`config.mk`:
```
export PLATFORM = sky130hd
export DESIGN_NAME = fxp_divider_ovf
export DESIGN_NICKNAME = d
export VERILOG_FILES = /design/src/rtl/fxp_divider_ovf.sv
export SDC_FILE = /design/constraint.sdc
export NUM_CORES = 1
export LEC_CHECK = 0
export ABC_AREA = 0
export CAP_MARGIN = 20
export CORE_ASPECT_RATIO = 1.5
export CORE_MARGIN = 2
export CORE_UTILIZATION = 45
export DETAILED_ROUTE_END_ITERATION = 10
export GPL_TIMING_DRIVEN = 0
export PLACE_DENSITY = 0.67
export RECOVER_POWER = 25
export REMOVE_ABC_BUFFERS = 1
export SLEW_MARGIN = 5
export SYNTH_ARGS = -nofsm -noshare
export SYNTH_HDL_FRONTEND = slang
export SYNTH_SLANG_ARGS = --single-unit
```
`constraint.sdc`:
```
create_clock -name clk -period 7.3 [get_ports clk]
set_input_delay 2.19 -clock clk [delete_from_list [all_inputs] [get_ports clk]]
set_output_delay 2.19 -clock clk [all_outputs]
set_load 0.005 [all_outputs]
```
`src/rtl/fxp_divider_ovf.sv`:
```
// Iterative unsigned fixed-point divider q = (a << FRAC) / b, one bit per clock,
// with overflow / divide-by-zero saturation and optional early abort.
module fxp_divider_ovf #(
  parameter  int WIDTH       = 10,
  parameter  int FRAC        = 4,
  parameter  int EARLY_ABORT = 1,
  localparam int ITER        = WIDTH + FRAC,
  localparam int CW          = $clog2(ITER + 1)
) (
  input  logic             clk,
  input  logic             rst,
  input  logic             start,
  input  logic [WIDTH-1:0] a,
  input  logic [WIDTH-1:0] b,
  output logic             busy,
  output logic             done,
  output logic [WIDTH-1:0] q,
  output logic [WIDTH-1:0] r,
  output logic             ovf,
  output logic             dbz,
  output logic [CW-1:0]    iter_cnt
);

  typedef enum logic [1:0] {
    S_IDLE,
    S_CALC,
    S_DONE
  } state_t;

  localparam logic [CW-1:0] LAST   = CW'(ITER - 1);
  localparam logic [CW-1:0] FRAC_C = CW'(FRAC);

  state_t state, next;

  logic [WIDTH-1:0] bq;
  logic [ITER-1:0]  num;
  logic [WIDTH:0]   pr;
  logic [WIDTH-2:0] qs;

  logic             accept;
  logic [WIDTH:0]   rem_sh;
  logic [WIDTH+1:0] diff;
  logic             qbit;
  logic [WIDTH:0]   new_pr;
  logic [WIDTH-1:0] qn;
  logic             ovf_now;
  logic             last;

  always_comb begin
    accept  = start && (state != S_CALC);
    rem_sh  = {pr[WIDTH-1:0], num[ITER-1]};
    // pr < b always, so the shifted remainder fits WIDTH+1 bits
    diff    = {pr, num[ITER-1]} - {2'b00, bq};
    qbit    = ~diff[WIDTH+1];
    new_pr  = qbit ? diff[WIDTH:0] : rem_sh;
    qn      = {qs, qbit};
    ovf_now = qbit && (iter_cnt < FRAC_C);
    last    = (iter_cnt == LAST) ||
              (ovf_now && (EARLY_ABORT != 0));
  end

  always_ff @(posedge clk) begin
    if (!rst) state <= S_IDLE;
    else      state <= next;
  end

  always_comb begin
    next = state;
    busy = 1'b0;
    done = 1'b0;
    unique case (state)
      S_IDLE: begin
        if (start) next = (b == '0) ? S_DONE : S_CALC;
      end
      S_CALC: begin
        busy = 1'b1;
        if (last) next = S_DONE;
      end
      S_DONE: begin
        done = 1'b1;
        if (start) next = (b == '0) ? S_DONE : S_CALC;
        else       next = S_IDLE;
      end
      default: next = S_IDLE;
    endcase
  end

  always_ff @(posedge clk) begin
    if (!rst) begin
      bq       <= '0;
      num      <= '0;
      pr       <= '0;
      qs       <= '0;
      q        <= '0;
      r        <= '0;
      ovf      <= 1'b0;
      dbz      <= 1'b0;
      iter_cnt <= '0;
    end else if (accept) begin
      bq       <= b;
      num      <= ITER'(a) << FRAC;
      pr       <= '0;
      qs       <= '0;
      q        <= (b == '0) ? '1 : '0;
      r        <= '0;
      ovf      <= 1'b0;
      dbz      <= (b == '0);
      iter_cnt <= '0;
    end else if (state == S_CALC) begin
      num      <= num << 1;
      pr       <= new_pr;
      qs       <= qn[WIDTH-2:0];
      iter_cnt <= iter_cnt + CW'(1);
      if (ovf_now) ovf <= 1'b1;
      if (last) begin
        // any overflow saturates, whether or not we aborted
        if (ovf || ovf_now) begin
          q <= '1;
          r <= '0;
        end else begin
          q <= qn;
          r <= new_pr[WIDTH-1:0];
        end
      end
    end
  end

endmodule

```
Word level (Yosys, flattened, before mapping)
Index checks and enable logic that the tools add are counted.
- equality and inequality tests: 6
- multiplexer cells: 16
- magnitude comparators: 1
- reductions and logical operators: 13
- bitwise gates (word level): 2
- $add $sub $neg: 2
- operator list (cell ; number):
    2-to-1 mux 10 bit ; 6
    2-to-1 mux 14 bit ; 2
    subtractor 12 x 10 -> 12 bit ; 1
    2-to-1 mux 11 bit ; 1
    zero test 10 bit ; 1
    2-to-1 mux 2 bit ; 4
    AND reduction 2 bit ; 4
    one-hot mux 2 bit (3 select lines) ; 1
    adder 4 x 1 -> 4 bit (second input constant) ; 1
    equality test 4 bit (second input constant) ; 1
    less-than comparator 4 x 3 -> 1 bit (second input constant) ; 1
    != test 2 bit (second input constant) ; 2
    nonzero test 2 bit ; 2
    equality test 2 x 1 -> 1 bit (second input constant) ; 1
    equality test 2 bit (second input constant) ; 1
    logical AND 1 bit ; 2
    zero test 2 bit ; 1
    logical OR 1 bit ; 2
    2-to-1 mux 1 bit ; 2
    != test 2 x 1 -> 1 bit (second input constant) ; 1
    NOT 1 bit ; 2
    OR reduction 2 bit ; 1
- bits in registers: 68
- logic and storage cells: 50
- input bits: 23

Longest topological paths before layout
Gate-level depths: netlist of run 1.
- word-level depth: 8
- depth in mapped cells: 13
- mapped depth without buffers: 11

Least setup slack after synthesis of run 1
No wires, ideal clock.
- path type: input -> register
- start: in start
- end: reg pr[0]
- arrival: 3.236 ns
- library setup time: 0.136 ns
- cell stages on the path: 5
- path slack: 3.928 ns
- data required time: 7.164 ns
- path through: clkbuf_1 nand2_1 nand2_1 clkbuf_1 o22ai_1
- word-level cells in the longest chain between the ends: 2
- RTL lines (what ; line ; source):
    start: declaration ; 12 ; input logic start,
    logical AND 1 bit ; 50 ; accept = start && (state != S_CALC);
    OR reduction 2 bit (no line) ; - ;
    end signal: assignment ; 111 ; pr <= new_pr;
    end: declaration ; 37 ; logic [WIDTH:0] pr;
Every way passes these cells.
A chain may end at the register's enable or synchronous reset.

Worst setup path in the final report of run 1
- start: reg state[1]
- end: out busy
- word-level cells in the longest chain between the ends: 2
- RTL lines (what ; line ; source):
    start: declaration ; 33 ; state_t state, next;
    start signal: assignment ; 64 ; else state <= next;
    equality test 2 x 1 -> 1 bit ; 71 ; unique case (state)
    2-to-1 mux 1 bit ; 71 ;
    end: declaration ; 15 ; output logic busy,
Every way passes these cells.

==> flow_summary.html, run 1 <==
<table>
<tr><th>Metric</th><th>Value</th></tr>
<tr><th colspan="2">Synthesis</th></tr>
<tr><td>Synthesized area per cell</td><td>around 9 um2</td></tr>
<tr><td>Prevailing post-synth register cell</td><td>sky130_fd_sc_hd__dfxtp_1</td></tr>
<tr><td>Number of enable-type register cells in the synthesized netlist</td><td>0</td></tr>
<tr><td>Sequential cell area fraction in the yosys report</td><td>0.401</td></tr>
<tr><td>Yosys top cell area share</td><td>0.401</td></tr>
<tr><td>Proportion of register bits with asynchronous set or reset after synthesis</td><td>0</td></tr>
<tr><td>Cells after synthesis</td><td>about 380</td></tr>
<tr><td>Number of warning messages in the yosys log</td><td>0</td></tr>
<tr><td>Post-synthesis instance area</td><td>about 0.0034 mm2</td></tr>
<tr><td>Number of distinct library cells after synthesis</td><td>51</td></tr>
<tr><td>Count of state elements after synthesis</td><td>68</td></tr>
<tr><td>Synth area leaders</td><td>sky130_fd_sc_hd__dfxtp_1, sky130_fd_sc_hd__nand2_1, sky130_fd_sc_hd__o211a_1</td></tr>
<tr><td>Top cell type by total area after synthesis</td><td>sky130_fd_sc_hd__dfxtp_1</td></tr>
<tr><th colspan="2">Final layout</th></tr>
<tr><td>Highest-count cells in the layout ignoring fill and taps</td><td>sky130_fd_sc_hd__dfxtp_1, sky130_fd_sc_hd__nand2_1, sky130_fd_sc_hd__a21oi_1, sky130_fd_sc_hd__clkdlybuf4s50_1, sky130_fd_sc_hd__nor2_1</td></tr>
<tr><td>Commonest non-fill, non-tap cell in the layout</td><td>sky130_fd_sc_hd__dfxtp_1</td></tr>
<tr><td>Final design utilization</td><td>0.572</td></tr>
<tr><td>Layout Nets</td><td>approximately 460</td></tr>
<tr><td>Growth of design area from synthesis to finish</td><td>22.7%</td></tr>
<tr><td>Number of antenna repair diodes</td><td>0</td></tr>
<tr><td>Share of cells above drive strength 1</td><td>0.0820</td></tr>
<tr><td>Number of filler instances in the final layout</td><td>just under 700</td></tr>
<tr><td>Post-route non-filler standard cell count</td><td>between 500 and 600</td></tr>
<tr><th colspan="2">Floorplanning</th></tr>
<tr><td>Initial Util</td><td>0.466</td></tr>
<tr><td>Total I/O pin count</td><td>around 50</td></tr>
<tr><td>Die boundary width</td><td>74.9 um</td></tr>
<tr><td>Die boundary height</td><td>110 um</td></tr>
<tr><td>Standard-cell row count</td><td>38</td></tr>
<tr><td>Core box area</td><td>around 0.0073 mm2</td></tr>
<tr><td>Die ar.</td><td>approximately 0.0083 mm2</td></tr>
<tr><th colspan="2">Global routing</th></tr>
<tr><td>First-pass GRT wire length</td><td>roughly 12 mm</td></tr>
<tr><td>Vias in the first global route</td><td>around 2800</td></tr>
<tr><td>Maximum number of pins on one net before global-route repair</td><td>42</td></tr>
<tr><td>Overall global routing resource usage</td><td>0.199</td></tr>
<tr><td>Number of antenna violations at the first check in global routing</td><td>0</td></tr>
<tr><td>Remaining global-route overflow</td><td>0</td></tr>
<tr><th colspan="2">Critical path</th></tr>
<tr><td>Largest stage delay, worst path</td><td>approximately 0.65 ns</td></tr>
<tr><td>Worst-path maximum fanout</td><td>41</td></tr>
<tr><td>Worst path slowest cell</td><td>sky130_fd_sc_hd__clkinv_1</td></tr>
<tr><td>CP startpoint kind</td><td>flop</td></tr>
<tr><td>Crit path arrival time</td><td>between 2 and 3 ns</td></tr>
<tr><td>Crit path kind</td><td>reg -&gt; out</td></tr>
<tr><td>Required time worst endpoint</td><td>just over 5 ns</td></tr>
<tr><td>Sequence of cells on the critical path</td><td>nand2b_2 -&gt; clkinv_1 -&gt; buf_16 -&gt; clkdlybuf4s50_1</td></tr>
<tr><td>Cell family with the largest share of critical-path delay</td><td>buffers and inverters</td></tr>
<tr><td>Launch point of the worst reg-to-reg path</td><td>bq[1]</td></tr>
<tr><td>First element of the critical path</td><td>state[1]</td></tr>
<tr><td>Critical path buffer and inverter count</td><td>3</td></tr>
<tr><td>Capturing element type of the critical path</td><td>output pin</td></tr>
<tr><th colspan="2">Drt</th></tr>
<tr><td>Count of vias placed by the detailed router</td><td>about 2800</td></tr>
<tr><td>First-pass DRT Iterations</td><td>4</td></tr>
<tr><td>Average wire per cell in the routed design</td><td>between 10 and 15 um</td></tr>
<tr><td>Residual DRC count</td><td>0</td></tr>
<tr><td>Count of nets left with antenna violations after detail routing</td><td>0</td></tr>
<tr><td>DR vias/cell</td><td>approximately 5.3</td></tr>
<tr><td>Starting DRT DRC Count</td><td>around 150</td></tr>
<tr><td>Total wirelength of the detailed-routed design</td><td>between 7 and 8 mm</td></tr>
<tr><th colspan="2">Clocking</th></tr>
<tr><td>Maximum root-to-sink buffer count</td><td>2</td></tr>
<tr><td>Total setup buffers inserted after CTS</td><td>0</td></tr>
<tr><td>Count of cells resized by post-cts repair</td><td>0</td></tr>
<tr><td>TritonCTS Sinks</td><td>68</td></tr>
<tr><td>Clock tree from TritonCTS</td><td>built</td></tr>
<tr><td>H-tree depth</td><td>3</td></tr>
<tr><td>Cell at the root of the clock tree</td><td>sky130_fd_sc_hd__clkbuf_8</td></tr>
<tr><td>Clock slew at reported path FFs</td><td>roughly 0.070 ns</td></tr>
<tr><td>Clock buffer count from CTS</td><td>9</td></tr>
<tr><td>Worst skew pair latency</td><td>0.35 ns</td></tr>
<tr><td>Hold bufs inserted after CTS</td><td>0</td></tr>
<tr><th colspan="2">STA</th></tr>
<tr><td>Setup violations, final</td><td>0</td></tr>
<tr><td>Hold Violations, Final</td><td>0</td></tr>
<tr><td>Slew at the pin closest to its max-slew limit</td><td>0.988 ns</td></tr>
<tr><td>Worst setup skew after layout</td><td>between 0.01 and 0.015 ns</td></tr>
<tr><td>Period minus WS final</td><td>4.93 ns</td></tr>
<tr><td>Worst slew margin relative to its limit</td><td>0.339</td></tr>
<tr><td>RSZ-0062 raised after global routing</td><td>false</td></tr>
<tr><td>Timing-limited maximum frequency</td><td>203 MHz</td></tr>
<tr><td>Worst hold slack after final layout</td><td>0.462 ns</td></tr>
<tr><td>Count of pins over their slew limit</td><td>0</td></tr>
<tr><td>Tcrit/Tclk final</td><td>0.676</td></tr>
<tr><td>Post-route setup TNS</td><td>0 ns</td></tr>
<tr><th colspan="2">Pwr</th></tr>
<tr><td>Proportion of power drawn by the clock network</td><td>0.279</td></tr>
<tr><td>Switching share of total power</td><td>0.333</td></tr>
<tr><td>Sequential share of power</td><td>0.404</td></tr>
<tr><td>Peak supply drop</td><td>between 0.0001 and 0.00015 V</td></tr>
<tr><td>Power Dens Cells</td><td>approximately 250 mW/mm2</td></tr>
<tr><td>Net switching power</td><td>approximately 0.00034 W</td></tr>
<tr><td>Leakage component of the power</td><td>~1.8 nW</td></tr>
<tr><td>Power consumption</td><td>slightly above 0.001 W</td></tr>
<tr><td>Cell-internal power</td><td>a little under 0.0007 W</td></tr>
<tr><td>Logic pwr share</td><td>0.316</td></tr>
<tr><th colspan="2">Place</th></tr>
<tr><td>GP Congestion</td><td>~0.86</td></tr>
<tr><td>Detailed Place HPWL</td><td>5.09 mm</td></tr>
<tr><td>Total of buffers placed on input and output ports</td><td>50</td></tr>
<tr><td>Post-Place Cells</td><td>slightly above 500</td></tr>
<tr><th colspan="2">Flow run</th></tr>
<tr><td>Max_cap viols</td><td>0</td></tr>
<tr><th colspan="2">Min path</th></tr>
<tr><td>Class of the tightest hold or removal check</td><td>reg -&gt; reg</td></tr>
<tr><td>Launch instance of the worst min-delay path</td><td>bq[3]</td></tr>
<tr><th colspan="2">Status</th></tr>
<tr><td>Run status</td><td>complete, no violations</td></tr>
</table>
-- cells in the mapped netlist (3+ instances only) --
cell type                   instances
sky130_fd_sc_hd__dfxtp_1           68
sky130_fd_sc_hd__nand2_1           62
sky130_fd_sc_hd__xnor2_1            3
sky130_fd_sc_hd__o22ai_1            3
sky130_fd_sc_hd__buf_6              5
sky130_fd_sc_hd__o211a_1           19
sky130_fd_sc_hd__nand2b_1           3
sky130_fd_sc_hd__nand3_1            4
sky130_fd_sc_hd__o21ai_0            7
sky130_fd_sc_hd__ha_1              12
sky130_fd_sc_hd__nor3_1             5
sky130_fd_sc_hd__a21oi_1           29
sky130_fd_sc_hd__nor2_1            27
sky130_fd_sc_hd__inv_1             17
sky130_fd_sc_hd__a21boi_0          11
sky130_fd_sc_hd__a211oi_2           7
sky130_fd_sc_hd__a211oi_1           4
sky130_fd_sc_hd__mux2i_1           12
sky130_fd_sc_hd__xor2_1             5
sky130_fd_sc_hd__a21o_1            12
sky130_fd_sc_hd__o2bb2ai_1         10
sky130_fd_sc_hd__clkbuf_1          17
-- power groups by stage --
stage / registers [W] / clock network (W) / logic [W]
final: 0.000416 / 0.000287 / 0.000325
after global routing: 0.000419 / 0.000313 / 0.000362
after CTS: 0.000416 / 0.000297 / 0.000320
after detailed placement: 0.000424 / 0 / 0.000318
after global placement: 0.000423 / 0 / 0.000313
after floorplan: 0.000421 / 0 / 0.000226
-- sequential cells by signal, summed over array words and instances (netlist names), 2 cells and up --
| register | cells |
|---|---|
| num | 10 |
| iter_cnt | 4 |
| qs | 9 |
| state | 2 |
| bq | 10 |
| q | 10 |
| pr | 11 |
| r | 10 |
-- worst min-delay path: stages (launching register included) --
cell	delay (ns)
sky130_fd_sc_hd__dfxtp_1	0.31
sky130_fd_sc_hd__nand2_1	0.04
sky130_fd_sc_hd__a21boi_0	0.06
-- cell families after synthesis --
family                     after synthesis  share of synthesized area
muxes                                   12                     0.0354
and+or+nand+nor                        121                      0.159
DFF                                     68                      0.401
buffers and inverters                   42                     0.0575
adders and majority gates               13                     0.0501
AOI/OAI and AO/OA                      118                      0.276
xor gates and xnor gates                 8                     0.0206
-- final timing paths --
kind / slack, ns / depth (start not counted) / to
setup / recovery: 2.37 / 4 / busy
hold / removal: 0.46 / 2 / bq[3]
setup reg to reg: 4.08 / 9 / q[0]
hold reg to reg: 0.46 / 2 / bq[3]
-- stage by stage --
stage | setup slack [ns] | instance area (um2)
after global placement | 1.58 | 3890
after detailed placement | 1.66 | 3920
after CTS | 1.92 | 4110
final | 2.37 | 4160
after global routing | 2.12 | 4160
after floorplan | 3.15 | 3270
-- metal layers --
metal	vias to the layer above	track usage	part of all wire
met5	-	0	0
met4	0	0.0804	0.017
met3	8	0.0509	0.026
met2	40	0.350	0.52
met1	1316	0.225	0.43
li1	1424	-	-
-- layout make-up --
type | instances | area, um2 | area share
clock buffers | 12 | 165 | 0.0397
clock inverters | 4 | 22.5 | 0.00541
inverters | 18 | 67.6 | 0.0162
multi-input cells | 272 | 1840 | 0.442
flip-flops and latches | 68 | 1360 | 0.327
well taps | 100 | 125 | 0.0300
repair buffers | 53 | 583 | 0.140
Note: power is estimated with default switching activity, not from simulation.
==> run 2: changes to the inputs <==
- PLACE_DENSITY: 0.67 -> 0.7
- clock period: 7.3 -> 4.3 ns (I/O delays scaled with it)
==> run 2 against run 1 <==
Design area down 0.63%. Clock skew is 0.0034 ns lower. Utilization fell by 0.36 points. Register-to-register slack worse by 3.2 ns. Worst setup slack got worse by 2.0 ns. Largest power group unchanged. Count of clock-buffer cells in the layout up 4. Routed wire length is 0.80% lower. Critical path depth is 1 lower.
==> flow_summary.html, run 2 (same netlist as run 1, synthesis figures left out) <==
<table>
<tr><th>Metric</th><th>Value</th></tr>
<tr><th colspan="2">Place</th></tr>
<tr><td>Detailed Place HPWL</td><td>between 5 and 6 mm</td></tr>
<tr><td>Total of buffers placed on input and output ports</td><td>50</td></tr>
<tr><td>Post-detailed-placement cell area</td><td>just under 0.004 mm2</td></tr>
<tr><td>GP Congestion</td><td>0.773</td></tr>
<tr><td>Post-Place Cells</td><td>509</td></tr>
<tr><th colspan="2">Global routing</th></tr>
<tr><td>Number of antenna violations at the first check in global routing</td><td>0</td></tr>
<tr><td>Maximum number of pins on one net before global-route repair</td><td>between 40 and 50</td></tr>
<tr><td>First-pass GRT wire length</td><td>approximately 12 mm</td></tr>
<tr><td>Vias in the first global route</td><td>roughly 2800</td></tr>
<tr><td>Overall global routing resource usage</td><td>0.197</td></tr>
<tr><td>Remaining global-route overflow</td><td>0</td></tr>
<tr><th colspan="2">Clocking</th></tr>
<tr><td>Worst skew pair latency</td><td>about 0.34 ns</td></tr>
<tr><td>TritonCTS Sinks</td><td>just under 70</td></tr>
<tr><td>Clock tree from TritonCTS</td><td>built</td></tr>
<tr><td>Maximum root-to-sink buffer count</td><td>2</td></tr>
<tr><td>Clock slew at reported path FFs</td><td>0.07 ns</td></tr>
<tr><td>Clock buffer count from CTS</td><td>9</td></tr>
<tr><td>H-tree depth</td><td>3</td></tr>
<tr><td>Cell at the root of the clock tree</td><td>sky130_fd_sc_hd__clkbuf_8</td></tr>
<tr><th colspan="2">Min path</th></tr>
<tr><td>Class of the tightest hold or removal check</td><td>reg -&gt; reg</td></tr>
<tr><th colspan="2">Floorplanning</th></tr>
<tr><td>Initial Util</td><td>0.466</td></tr>
<tr><td>Die boundary width</td><td>74.9 um</td></tr>
<tr><td>Standard-cell row count</td><td>38</td></tr>
<tr><td>Core box area</td><td>0.00727 mm2</td></tr>
<tr><td>Die boundary height</td><td>~110 um</td></tr>
<tr><td>Die ar.</td><td>0.00827 mm2</td></tr>
<tr><td>Total I/O pin count</td><td>51</td></tr>
<tr><th colspan="2">Critical path</th></tr>
<tr><td>Worst path slowest cell</td><td>sky130_fd_sc_hd__clkinv_2</td></tr>
<tr><td>Crit path arrival time</td><td>2.63 ns</td></tr>
<tr><td>Cell family with the largest share of critical-path delay</td><td>buffers and inverters</td></tr>
<tr><td>Launch point of the worst reg-to-reg path</td><td>bq[1]</td></tr>
<tr><td>Cell depth of the worst flop-to-flop path</td><td>9</td></tr>
<tr><td>Worst-path maximum fanout</td><td>between 40 and 50</td></tr>
<tr><td>Endpoint of the most critical register-to-register path</td><td>q[0]</td></tr>
<tr><td>Critical Path Stages</td><td>3</td></tr>
<tr><td>Critical path buffer and inverter count</td><td>2</td></tr>
<tr><td>First element of the critical path</td><td>state[1]</td></tr>
<tr><td>Sequence of cells on the critical path</td><td>nand2b_2 -&gt; clkinv_2 -&gt; clkdlybuf4s50_1</td></tr>
<tr><td>CP startpoint kind</td><td>flop</td></tr>
<tr><td>Register-to-Register Setup Slack</td><td>0.92 ns</td></tr>
<tr><td>Capturing element type of the critical path</td><td>output pin</td></tr>
<tr><td>Worst setup path end</td><td>busy</td></tr>
<tr><td>Required time worst endpoint</td><td>3.01 ns</td></tr>
<tr><td>Crit path kind</td><td>reg -&gt; out</td></tr>
<tr><td>Largest stage delay, worst path</td><td>0.70 ns</td></tr>
<tr><th colspan="2">Final layout</th></tr>
<tr><td>Commonest non-fill, non-tap cell in the layout</td><td>sky130_fd_sc_hd__dfxtp_1</td></tr>
<tr><td>Layout Nets</td><td>around 460</td></tr>
<tr><td>Share of cells above drive strength 1</td><td>0.0775</td></tr>
<tr><td>Final design utilization</td><td>0.569</td></tr>
<tr><td>Top reg by flops</td><td>pr</td></tr>
<tr><td>Max FFs per register</td><td>11</td></tr>
<tr><td>Number of filler instances in the final layout</td><td>approximately 670</td></tr>
<tr><td>Highest-count cells in the layout ignoring fill and taps</td><td>sky130_fd_sc_hd__dfxtp_1, sky130_fd_sc_hd__nand2_1, sky130_fd_sc_hd__clkdlybuf4s50_1</td></tr>
<tr><td>Number of antenna repair diodes</td><td>0</td></tr>
<tr><td>Post-route non-filler standard cell count</td><td>between 500 and 600</td></tr>
<tr><td>Post-route cell area</td><td>0.00414 mm2</td></tr>
<tr><td>Growth of design area from synthesis to finish</td><td>21.9%</td></tr>
<tr><th colspan="2">Pwr</th></tr>
<tr><td>Leakage component of the power</td><td>between 1.5 and 2 nW</td></tr>
<tr><td>Peak supply drop</td><td>approximately 0.00024 V</td></tr>
<tr><td>Net switching power</td><td>between 0.0005 and 0.0006 W</td></tr>
<tr><td>Cell-internal power</td><td>around 0.0012 W</td></tr>
<tr><td>Proportion of power drawn by the clock network</td><td>0.294</td></tr>
<tr><td>Switching share of total power</td><td>0.325</td></tr>
<tr><td>Logic pwr share</td><td>0.306</td></tr>
<tr><td>Power Dens Cells</td><td>about 430 mW/mm2</td></tr>
<tr><td>Sequential share of power</td><td>0.400</td></tr>
<tr><th colspan="2">Drt</th></tr>
<tr><td>Count of nets left with antenna violations after detail routing</td><td>0</td></tr>
<tr><td>Residual DRC count</td><td>0</td></tr>
<tr><td>Average wire per cell in the routed design</td><td>around 14 um</td></tr>
<tr><td>First-pass DRT Iterations</td><td>4</td></tr>
<tr><td>DR vias/cell</td><td>around 5.4</td></tr>
<tr><td>Total wirelength of the detailed-routed design</td><td>7.46 mm</td></tr>
<tr><td>Count of vias placed by the detailed router</td><td>~2800</td></tr>
<tr><td>Starting DRT DRC Count</td><td>between 100 and 150</td></tr>
<tr><th colspan="2">STA</th></tr>
<tr><td>Worst setup skew after layout</td><td>0.00756 ns</td></tr>
<tr><td>Hold Violations, Final</td><td>0</td></tr>
<tr><td>RSZ-0062 raised after global routing</td><td>false</td></tr>
<tr><td>Period minus WS final</td><td>between 3 and 4 ns</td></tr>
<tr><td>Setup violations, final</td><td>0</td></tr>
<tr><td>Timing-limited maximum frequency</td><td>roughly 260 MHz</td></tr>
<tr><td>Tcrit/Tclk final</td><td>0.912</td></tr>
<tr><td>Count of pins over their slew limit</td><td>0</td></tr>
<tr><td>Worst slew margin relative to its limit</td><td>0.322</td></tr>
<tr><td>Slew at the pin closest to its max-slew limit</td><td>just over 1 ns</td></tr>
<tr><th colspan="2">Status</th></tr>
<tr><td>Run status</td><td>complete, no violations</td></tr>
<tr><th colspan="2">Flow run</th></tr>
<tr><td>Max_cap viols</td><td>0</td></tr>
</table>
[run 2: cell types whose count changed in the layout (fill, tap and decap cells not counted), sizes merged]
cell and change:
clkinvlp -1, buf -1, dlygate4sd3 -1, clkinv -3, clkbuf +4, clkdlybuf4s50 +1
[run 2: power groups by stage]
| stage | combinational (W) | clock (W) | sequential, W |
|---|---|---|---|
| finish | 0.000539 | 0.000518 | 0.000706 |
| global route | 0.000605 | 0.000555 | 0.000712 |
| CTS | 0.000543 | 0.000533 | 0.000707 |
| detailed placement | 0.000540 | 0 | 0.000721 |
| global placement | 0.000524 | 0 | 0.000719 |
| floorplan | 0.000383 | 0 | 0.000715 |
[run 2: layer usage]
| metal | global-route usage | part of all wire |
|---|---|---|
| met1 | 0.220 | 0.42 |
| met2 | 0.344 | 0.51 |
| met3 | 0.0564 | 0.048 |
| met4 | 0.0816 | 0.024 |
| met5 | 0 | 0 |
[run 2: area by class of cell]
cell class	instances	area, um2	area share
tap	100	125	0.0302
inverter	18	68.8	0.0166
timing repair buffer	52	543	0.131
multi-input combinational	272	1840	0.445
clock buffer	16	200	0.0484
sequential	68	1360	0.329
[run 2: timing repair]
action | in CTS | in global routing
buffers inserted | 0 | 0
gates resized for setup | 1 | 0
setup endpoints to repair | 1 | 0
hold buffers | 0 | 0
[run 2: stage by stage]
stage	power (W)	setup slack (ns)	hold WS (ns)	TNS (ns)
after floorplan	0.00110	1.05	0.437	0
after global placement	0.00124	-0.477	0.444	-3.41
after detailed placement	0.00126	-0.255	0.447	-2.35
after CTS	0.00178	0.116	0.463	0
after global routing	0.00187	0.195	0.483	0
final	0.00176	0.380	0.457	0
[run 2: how the worst min path moves through the flow]
stage           from  endpoint  slack (ns)  cells after the start
2_1_floorplan  qs[8]     qs[8]        0.44                      2
3_3_place_gp    r[4]      r[4]        0.44                      1
3_5_place_dp    r[5]      r[5]        0.45                      1
4_1_cts        qs[8]     qs[8]        0.46                      2
5_1_grt         r[5]      r[5]        0.48                      1
6_report        r[4]      r[4]        0.46                      1
==> run 3: changes to the inputs <==
- CORE_MARGIN: 2 -> unset
==> run 3 against run 2 <==
Utilization is essentially flat. Sequential power is essentially flat. Sequential share of layout area is essentially flat. Cell count is the same. Hold slack is essentially flat. Worst setup slack lost 0.0068 ns. Die area shrank 4.4%. Sequential cell count is the same. Non-clock buffer count is the same. Critical path type unchanged.
==> flow_summary.html, run 3 (same netlist as run 1, synthesis figures left out) <==
<table>
<tr><th>Metric</th><th>Value</th></tr>
<tr><th colspan="2">Drt</th></tr>
<tr><td>Starting DRT DRC Count</td><td>134</td></tr>
<tr><td>Count of nets left with antenna violations after detail routing</td><td>0</td></tr>
<tr><td>First-pass DRT Iterations</td><td>4</td></tr>
<tr><td>Residual DRC count</td><td>0</td></tr>
<tr><td>DR vias/cell</td><td>5.39</td></tr>
<tr><td>Average wire per cell in the routed design</td><td>14.3 um</td></tr>
<tr><td>Total wirelength of the detailed-routed design</td><td>~7.5 mm</td></tr>
<tr><td>Count of vias placed by the detailed router</td><td>around 2800</td></tr>
<tr><th colspan="2">STA</th></tr>
<tr><td>Setup violations, final</td><td>0</td></tr>
<tr><td>Count of pins over their slew limit</td><td>0</td></tr>
<tr><td>RSZ-0062 raised after global routing</td><td>false</td></tr>
<tr><td>Tcrit/Tclk final</td><td>0.913</td></tr>
<tr><td>Post-route setup TNS</td><td>0 ns</td></tr>
<tr><td>Period minus WS final</td><td>3.93 ns</td></tr>
<tr><td>Timing-limited maximum frequency</td><td>about 250 MHz</td></tr>
<tr><td>Slew at the pin closest to its max-slew limit</td><td>slightly above 1 ns</td></tr>
<tr><td>Worst slew margin relative to its limit</td><td>0.323</td></tr>
<tr><td>Worst setup skew after layout</td><td>0.0108 ns</td></tr>
<tr><td>Hold Violations, Final</td><td>0</td></tr>
<tr><th colspan="2">Pwr</th></tr>
<tr><td>Peak supply drop</td><td>between 0.0003 and 0.0004 V</td></tr>
<tr><td>Leakage component of the power</td><td>1.78 nW</td></tr>
<tr><td>Power Dens Cells</td><td>432 mW/mm2</td></tr>
<tr><th colspan="2">Critical path</th></tr>
<tr><td>Worst-path maximum fanout</td><td>between 40 and 50</td></tr>
<tr><td>Capturing element type of the critical path</td><td>output pin</td></tr>
<tr><td>Sequence of cells on the critical path</td><td>nand2b_2 -&gt; clkinv_2 -&gt; clkdlybuf4s50_1</td></tr>
<tr><td>Critical path buffer and inverter count</td><td>2</td></tr>
<tr><td>Launch point of the worst reg-to-reg path</td><td>bq[1]</td></tr>
<tr><td>Worst setup path end</td><td>busy</td></tr>
<tr><td>Worst path slowest cell</td><td>sky130_fd_sc_hd__clkinv_2</td></tr>
<tr><td>Required time worst endpoint</td><td>roughly 3.0 ns</td></tr>
<tr><td>Crit path arrival time</td><td>2.64 ns</td></tr>
<tr><td>Endpoint of the most critical register-to-register path</td><td>q[0]</td></tr>
<tr><td>Crit path kind</td><td>reg -&gt; out</td></tr>
<tr><td>Critical Path Stages</td><td>3</td></tr>
<tr><td>Cell depth of the worst flop-to-flop path</td><td>9</td></tr>
<tr><td>Cell family with the largest share of critical-path delay</td><td>buffers and inverters</td></tr>
<tr><td>First element of the critical path</td><td>state[1]</td></tr>
<tr><td>Register-to-Register Setup Slack</td><td>around 0.94 ns</td></tr>
<tr><td>CP startpoint kind</td><td>flop</td></tr>
<tr><td>Largest stage delay, worst path</td><td>0.71 ns</td></tr>
<tr><th colspan="2">Place</th></tr>
<tr><td>Total of buffers placed on input and output ports</td><td>50</td></tr>
<tr><td>Post-detailed-placement cell area</td><td>between 0.003 and 0.004 mm2</td></tr>
<tr><td>GP Congestion</td><td>slightly above 0.8</td></tr>
<tr><td>Detailed Place HPWL</td><td>roughly 5.2 mm</td></tr>
<tr><th colspan="2">Final layout</th></tr>
<tr><td>Commonest non-fill, non-tap cell in the layout</td><td>sky130_fd_sc_hd__dfxtp_1</td></tr>
<tr><td>Growth of design area from synthesis to finish</td><td>22.0%</td></tr>
<tr><td>Post-route cell area</td><td>0.00414 mm2</td></tr>
<tr><td>Number of filler instances in the final layout</td><td>about 650</td></tr>
<tr><td>Number of antenna repair diodes</td><td>0</td></tr>
<tr><td>Highest-count cells in the layout ignoring fill and taps</td><td>sky130_fd_sc_hd__dfxtp_1, sky130_fd_sc_hd__nand2_1, sky130_fd_sc_hd__clkdlybuf4s50_1</td></tr>
<tr><td>Layout Nets</td><td>~460</td></tr>
<tr><td>Max FFs per register</td><td>11</td></tr>
<tr><td>Top reg by flops</td><td>pr</td></tr>
<tr><td>Share of cells above drive strength 1</td><td>0.0798</td></tr>
<tr><th colspan="2">Floorplanning</th></tr>
<tr><td>Core box area</td><td>a little over 0.007 mm2</td></tr>
<tr><td>Die boundary width</td><td>approximately 73 um</td></tr>
<tr><td>Die boundary height</td><td>roughly 110 um</td></tr>
<tr><td>Total I/O pin count</td><td>51</td></tr>
<tr><td>Die ar.</td><td>0.00790 mm2</td></tr>
<tr><td>Standard-cell row count</td><td>38</td></tr>
<tr><td>Initial Util</td><td>0.466</td></tr>
<tr><th colspan="2">Global routing</th></tr>
<tr><td>Vias in the first global route</td><td>about 2700</td></tr>
<tr><td>Overall global routing resource usage</td><td>0.207</td></tr>
<tr><td>Number of antenna violations at the first check in global routing</td><td>0</td></tr>
<tr><td>Maximum number of pins on one net before global-route repair</td><td>42</td></tr>
<tr><td>First-pass GRT wire length</td><td>between 10 and 15 mm</td></tr>
<tr><td>Remaining global-route overflow</td><td>0</td></tr>
<tr><th colspan="2">Min path</th></tr>
<tr><td>Worst hold path depth</td><td>1</td></tr>
<tr><td>Class of the tightest hold or removal check</td><td>reg -&gt; reg</td></tr>
<tr><th colspan="2">Clocking</th></tr>
<tr><td>Clock tree from TritonCTS</td><td>built</td></tr>
<tr><td>Count of cells resized by post-cts repair</td><td>1</td></tr>
<tr><td>Clock buffer count from CTS</td><td>9</td></tr>
<tr><td>Worst skew pair latency</td><td>around 0.36 ns</td></tr>
<tr><td>Total setup buffers inserted after CTS</td><td>0</td></tr>
<tr><td>Clock slew at reported path FFs</td><td>0.07 ns</td></tr>
<tr><td>Cell at the root of the clock tree</td><td>sky130_fd_sc_hd__clkbuf_8</td></tr>
<tr><td>Maximum root-to-sink buffer count</td><td>2</td></tr>
<tr><td>Hold bufs inserted after CTS</td><td>0</td></tr>
<tr><td>TritonCTS Sinks</td><td>68</td></tr>
<tr><td>H-tree depth</td><td>3</td></tr>
<tr><th colspan="2">Status</th></tr>
<tr><td>Run status</td><td>complete, no violations</td></tr>
<tr><th colspan="2">Flow run</th></tr>
<tr><td>Max_cap viols</td><td>0</td></tr>
</table>
run 3: changes by cell type in the layout (fill, tap and decap cells not counted), sizes merged:
cell,change
clkinvlp,+1
bufinv,+1
clkinv,+2
clkbuf,-4
dlygate4sd3,-1
clkdlybuf4s50,+1
run 3: through the flow:
step	hold WS, ns	power, W	worst slack, ns	cells	utilization
floorplan	0.437	0.00110	1.05	358	-
global placement	0.443	0.00124	-0.519	508	0.535
detailed placement	0.447	0.00126	-0.265	509	0.537
CTS	0.469	0.00180	0.0937	525	0.565
global route	0.476	0.00189	0.157	526	0.569
finish	0.457	0.00179	0.374	526	0.569
run 3: worst register-to-register path: cells and delay by family (launching register included):
kind,cells,cell delay (ns)
compound gates,6,2.39
flops,1,0.33
fa+ha+maj,1,0.31
simple gates,1,0.15
buf+inv,1,0.08
run 3: cell type report:
| type | instances | area [um2] | share of cell area |
|---|---|---|---|
| Multi-Input combinational cell | 272 | 1840 | 0.444 |
| Sequential cell | 68 | 1360 | 0.329 |
| Timing Repair Buffer | 52 | 543 | 0.131 |
| Clock buffer | 12 | 155 | 0.0375 |
| Tap cell | 100 | 125 | 0.0302 |
| Inverter | 18 | 68.8 | 0.0166 |
| Clock inverter | 4 | 47.5 | 0.0115 |
run 3: metal layers:
metal	up-vias	routed length, um	track usage
li1	1430	-	-
met1	1340	3220	0.228
met2	53	3850	0.362
met3	12	339	0.0662
met4	0	125	0.0840
met5	-	0	0
run 3: where the power goes:
group          switching (W)  leakage [nW]  internal [W]  total [W]
registers          0.0000305         0.555      0.000676   0.000706
logic               0.000315          1.12      0.000226   0.000540
clock network       0.000245         0.102      0.000298   0.000543
run 3: worst min path at each step:
stage,startpoint,endpoint
6_report,r[5],r[5]
2_1_floorplan,qs[8],qs[8]
3_5_place_dp,r[5],r[5]
5_1_grt,r[6],r[6]
3_3_place_gp,r[7],r[7]
4_1_cts,r[7],r[7]
